--- src/rtl/aclk_key_entry.sv ---
// Keypad front end of the alarm clock.
// Collects four HH:MM digits from key strobes, selects what the LCD shows and
// issues one-cycle load commands for the alarm register and the time counter.
// Ports:
//   clock, reset (sync, active-low)       - clocking and reset
//   one_second                            - 1 Hz tick from timegen, drives the idle timeout
//   key_valid, key[3:0]                   - key strobe and code (0-9, A=ALARM, B=TIME, C=CLEAR)
//   key_ms_hr..key_ls_min[3:0]            - entered HH:MM digits
//   show_new_time, show_a                 - LCD source selects
//   load_new_a, load_new_c, entry_error   - one-cycle command/error pulses
module aclk_key_entry #(
    parameter int unsigned TIMEOUT_SEC = 10
) (
    input  logic       clock,
    input  logic       reset,
    input  logic       one_second,
    input  logic       key_valid,
    input  logic [3:0] key,
    output logic [3:0] key_ms_hr,
    output logic [3:0] key_ls_hr,
    output logic [3:0] key_ms_min,
    output logic [3:0] key_ls_min,
    output logic       show_new_time,
    output logic       show_a,
    output logic       load_new_a,
    output logic       load_new_c,
    output logic       entry_error
);

    localparam int unsigned DW = 4;
    localparam int unsigned CW = 3;
    localparam int unsigned TW = 4;

    typedef enum logic [1:0] {
        S_TIME  = 2'd0,
        S_ENTRY = 2'd1,
        S_ALARM = 2'd2
    } state_t;

    state_t          state;
    state_t          state_nxt;
    logic [CW-1:0]   count;
    logic [TW-1:0]   tmo;

    logic [DW-1:0]   ms_hr_nxt, ls_hr_nxt, ms_min_nxt, ls_min_nxt;
    logic [CW-1:0]   count_nxt;
    logic [TW-1:0]   tmo_nxt;
    logic            load_a_nxt, load_c_nxt, err_nxt;

    // Key decode; codes D-F are not accepted at all
    logic key_acc, key_digit, key_alarm, key_time, key_clear;
    logic full, time_ok, tmo_hit;
    logic [TW-1:0] tmo_inc;

    always_comb begin
        key_acc   = key_valid && (key <= DW'(4'hC));
        key_digit = key_valid && (key <= DW'(4'd9));
        key_alarm = key_valid && (key == DW'(4'hA));
        key_time  = key_valid && (key == DW'(4'hB));
        key_clear = key_valid && (key == DW'(4'hC));
        full      = (count == CW'(3'd4));
        time_ok   = ((key_ms_hr < DW'(4'd2)) ||
                     ((key_ms_hr == DW'(4'd2)) && (key_ls_hr <= DW'(4'd3)))) &&
                    (key_ms_min <= DW'(4'd5));
        tmo_inc   = tmo + TW'(1);
        // An accepted key in the same cycle suppresses the timeout
        tmo_hit   = one_second && !key_acc && (state != S_TIME) &&
                    (tmo_inc == TW'(TIMEOUT_SEC));
    end

    // State register
    always_ff @(posedge clock) begin
        if (!reset) state <= S_TIME;
        else        state <= state_nxt;
    end

    // Next-state logic
    always_comb begin
        state_nxt = state;
        case (state)
            S_TIME: begin
                if (key_digit)      state_nxt = S_ENTRY;
                else if (key_alarm) state_nxt = S_ALARM;
            end
            S_ENTRY: begin
                if (key_alarm || key_time || key_clear) state_nxt = S_TIME;
                else if (tmo_hit)                       state_nxt = S_TIME;
            end
            S_ALARM: begin
                if (key_acc || tmo_hit) state_nxt = S_TIME;
            end
            default: state_nxt = S_TIME;
        endcase
    end

    // Output / datapath next values
    always_comb begin
        ms_hr_nxt  = key_ms_hr;
        ls_hr_nxt  = key_ls_hr;
        ms_min_nxt = key_ms_min;
        ls_min_nxt = key_ls_min;
        count_nxt  = count;
        load_a_nxt = 1'b0;
        load_c_nxt = 1'b0;
        err_nxt    = 1'b0;

        if ((state_nxt == S_TIME) || key_acc || tmo_hit) tmo_nxt = '0;
        else if (one_second)                             tmo_nxt = tmo_inc;
        else                                             tmo_nxt = tmo;

        case (state)
            S_TIME: begin
                // First digit starts a fresh entry: 0,0,0,d
                if (key_digit) begin
                    ms_hr_nxt  = '0;
                    ls_hr_nxt  = '0;
                    ms_min_nxt = '0;
                    ls_min_nxt = key;
                    count_nxt  = CW'(3'd1);
                end
            end
            S_ENTRY: begin
                if (key_digit && !full) begin
                    ms_hr_nxt  = key_ls_hr;
                    ls_hr_nxt  = key_ms_min;
                    ms_min_nxt = key_ls_min;
                    ls_min_nxt = key;
                    count_nxt  = count + CW'(1);
                end else if (key_alarm || key_time) begin
                    if (full && time_ok) begin
                        load_a_nxt = key_alarm;
                        load_c_nxt = key_time;
                    end else begin
                        err_nxt = 1'b1;
                    end
                end else if (key_clear) begin
                    ms_hr_nxt  = '0;
                    ls_hr_nxt  = '0;
                    ms_min_nxt = '0;
                    ls_min_nxt = '0;
                    count_nxt  = '0;
                end
            end
            default: ;
        endcase
    end

    // Registered outputs and datapath
    always_ff @(posedge clock) begin
        if (!reset) begin
            key_ms_hr     <= '0;
            key_ls_hr     <= '0;
            key_ms_min    <= '0;
            key_ls_min    <= '0;
            count         <= '0;
            tmo           <= '0;
            show_new_time <= 1'b0;
            show_a        <= 1'b0;
            load_new_a    <= 1'b0;
            load_new_c    <= 1'b0;
            entry_error   <= 1'b0;
        end else begin
            key_ms_hr     <= ms_hr_nxt;
            key_ls_hr     <= ls_hr_nxt;
            key_ms_min    <= ms_min_nxt;
            key_ls_min    <= ls_min_nxt;
            count         <= count_nxt;
            tmo           <= tmo_nxt;
            // Registered decode of the next state tracks the state register exactly
            show_new_time <= (state_nxt == S_ENTRY);
            show_a        <= (state_nxt == S_ALARM);
            load_new_a    <= load_a_nxt;
            load_new_c    <= load_c_nxt;
            entry_error   <= err_nxt;
        end
    end

endmodule

--- config.mk ---
export PLATFORM = sky130hd
export DESIGN_NAME = aclk_key_entry
export DESIGN_NICKNAME = d
export VERILOG_FILES = /design/src/rtl/aclk_key_entry.sv
export SDC_FILE = /design/constraint.sdc
export NUM_CORES = 1
export LEC_CHECK = 0
export ABC_AREA = 1
export CORE_ASPECT_RATIO = 2
export CORE_MARGIN = 10
export CORE_UTILIZATION = 45
export CTS_BUF_LIST = sky130_fd_sc_hd__clkbuf_16
export DETAILED_ROUTE_END_ITERATION = 8
export DONT_BUFFER_PORTS = 1
export PLACE_DENSITY_LB_ADDON = 0.3
export SETUP_SLACK_MARGIN = 0.1
export SLEW_MARGIN = 20
export SYNTH_ARGS = -nofsm -noshare
export SYNTH_HDL_FRONTEND = slang
export SYNTH_SLANG_ARGS = --single-unit
export TNS_END_PERCENT = 50
--- constraint.sdc ---
create_clock -name clock -period 3.9 [get_ports clock]
set_clock_uncertainty 0.1 [all_clocks]
set_input_delay 0 -clock clock [delete_from_list [all_inputs] [get_ports clock]]
set_output_delay 0 -clock clock [all_outputs]
set_load 0.01 [all_outputs]
==> impl_metrics.csv <==
group,metric,value,unit
final_layout,nFillCells,278,
placement,hpwl,2350,microns
final_layout,fin_cells,224,
yosys,synthCells,182,
sta,finalHoldViolations,0,
yosys,syn_nets,194,
worst_setup_path,max_stage_delay,0.66,ns
grt,grt_pass1_wl,5680,microns
placement,port_buffers,0,
sta,report.final.slew_viol_count,0,
min_path,min_from,"key_valid",
worst_setup_path,rr_worst_depth,9,
floorplanning,die_x,58.6,microns
worst_setup_path,end_kind,"flip-flop",
detailed_routing,drc,0,
yosys,synth_cell_types,25,
worst_setup_path,crit_start,"key_valid",
worst_setup_path,worst_path_max_delay_cell,"o22ai_2",
floorplanning,die_area,5690,sq um
worst_setup_path,cp.depth,9,
final_layout,final_common_cell,"nand2_1",
detailed_routing,drt-wirelength-per-cell,15.2,microns
yosys,synth-seq-cells,30,
sta,finalCriticalPeriod,2.41,ns
floorplanning,start_util,0.461,
worst_setup_path,crit_type,"input port to flip-flop",
worst_setup_path,critPathBufInv,3,
clock_network,htreeDepth,2,
sta,fmaxAchievable,416,MHz
detailed_routing,totalWireLength,3400,microns
detailed_routing,ant_nets,0,
grt,grtUsageTotal,0.125,
floorplanning,die_h,97.2,microns
clock_network,post_cts_buffers,0,
floorplanning,io_pins,29,
worst_setup_path,start_kind,"input port",
min_path,min_path_cells,6,
yosys,synth_area_leader_cell,"dfxtp_1",
final_layout,area_growth,18.1,%
clock_network,cts.path.max_buffers,2,
detailed_routing,dr_total_vias,1195,
sta,slew-limit-headroom,0.472,
yosys,syn_area_per_cell,7.36,sq um
grt,grt_pass1_vias,1219,
power,leakage,0.000673,uW
worst_setup_path,critical-path-top-delay-family,"buffers and inverters",
clock_network,clock-sinks,30,
power,peakVddDrop,0.000338,V
worst_setup_path,arrival,2.44,ns
detailed_routing,first_pass_iters,4,
clock_network,clockRootBuffer,"clkbuf_16",
sta,setup_viol,0,
yosys,yosys.area.top_type_share,0.448,
sta,worstMarginPinSlew,0.792,ns
worst_setup_path,ff2ff_setup_slack,1.86,ns
floorplanning,row_count,28,
final_layout,nets,206,
detailed_routing,drt_iter0_drc,40,
sta,tns,0,ns
clock_network,cts_resized,0,
status,status,"completed",
clock_network,numCtsBuffers,5,
worst_setup_path,path_cells,"dlygate4sd3_1 > nand2_1 > dlygate4sd3_1 > nor2_2 > nor2_2 > o22ai_2 > inv_2 > nand3_1 > a21oi_1",
yosys,synth_warnings,0,
worst_setup_path,worstReg2RegStart,"count[0]",
placement,placed_cells,206,
clock_network,cts_tree,"built",
min_path,hold_path.class,"input port to flip-flop",
yosys,synth_area_leaders,"dfxtp_1, nand2_1, a21oi_1",
placement,gp_congestion,0.847,
final_layout,num_antenna_cells,0,
worst_setup_path,cp.required,3.93,ns
grt,antenna_found_initial,0,
sta,rsz0062_at_grt,"no",
clock_network,cts_hold_buf,11,
yosys,netlist_area,1340,sq um
clock_network,clk_pin_slew,0.05,ns
power,power.density,470,nW/um^2
worst_setup_path,path_max_fanout,20,
job,drv_cap,0,
final_layout,drive_above_1_share,0.0928,
sta,finalCritPeriodShare,0.617,
detailed_routing,via_per_inst,5.33,
yosys,ys_seq_area_frac,0.448,
clock_network,clkLatencyLatePin,0.27,ns
final_layout,mostFrequentLayoutCells,"nand2_1, dfxtp_1, a21oi_1, inv_1, nor2_1",
grt,overflow,0,
grt,grt_max_degree,21,
floorplanning,core-area,2910,sq um
-- final timing paths --
kind | to
setup reg to reg | load_new_a
setup / recovery | key_ls_min[3]
hold / removal | show_new_time
hold reg to reg | count[1]
-- registers in the layout, indices dropped and copies added, names as in the netlist --
register	count
count	3
show_new_time	1
tmo	4
entry_error	1
load_new_c	1
state	2
key_ms_hr	4
show_a	1
key_ls_min	4
key_ms_min	4
key_ls_hr	4
load_new_a	1
-- per-layer routing --
metal,vias to the layer above,track usage,part of all wire
li1,599,-,-
met1,547,0.0974,0.31
met2,41,0.228,0.56
met3,8,0.0681,0.11
met4,0,0.0622,0.022
met5,-,0,0
-- metrics by stage --
step	area (sq um)	worst slack, ns	util	total power, uW	hold WS [ns]
2_1_floorplan	1340	2.37	-	380	-0.0276
6_report	1580	1.49	0.544	744	0.0462
3_5_place_dp	1340	1.89	0.460	385	-0.0249
4_1_cts	1580	1.52	0.544	745	0.0443
3_3_place_gp	1340	1.97	0.460	383	-0.0252
5_1_grt	1580	1.31	0.544	772	0.104
-- final cells by class --
type	instances	area, sq um	area share
inverter	22	82.6	0.0522
multi-input combinational	124	617	0.390
tap	30	37.5	0.0237
clock inverter	2	10.0	0.00632
sequential	30	601	0.379
clock buffer	5	125	0.0791
timing repair buffer	11	110	0.0696
-- worst reg2reg max path, stage by stage, from the launching register on --
cell,delay (ns)
dfxtp_1,0.36
inv_1,0.06
ha_1,0.19
nand2_1,0.11
nand4_2,0.15
nand2_2,0.15
inv_1,0.08
nand4_1,0.11
nor2_1,0.05
dlygate4sd3_1,0.56
-- power breakdown --
group          total (uW)  leakage, uW  switching, uW  internal (uW)
logic                62.7     0.000361           40.8           21.8
registers             326     0.000243           10.2            316
clock network         356    0.0000694            126            229
total                 744     0.000673            177            567
-- kinds of logic (layout without fill, tap and decap cells) --
family	after synthesis	count (layout)	synth area share
AOI/OAI and AO/OA	29	29	0.122
and+or+nand+nor	89	89	0.288
xor gates and xnor gates	2	2	0.0131
DFF	30	30	0.448
adders and majority gates	4	4	0.0373
buffers and inverters	28	40	0.0915
-- synthesized netlist by cell type (all sizes together) --
library cell	number
a21oi	23
o22ai	1
a21boi	1
nor2	18
dfxtp	30
xor2	1
inv	22
nand4	4
xnor2	1
o211a	1
nand3	9
nand2	55
nand3b	1
clkbuf	2
ha	4
o21ai	3
buf	4
nor3	2
Note: power is estimated with default switching activity, not from simulation.
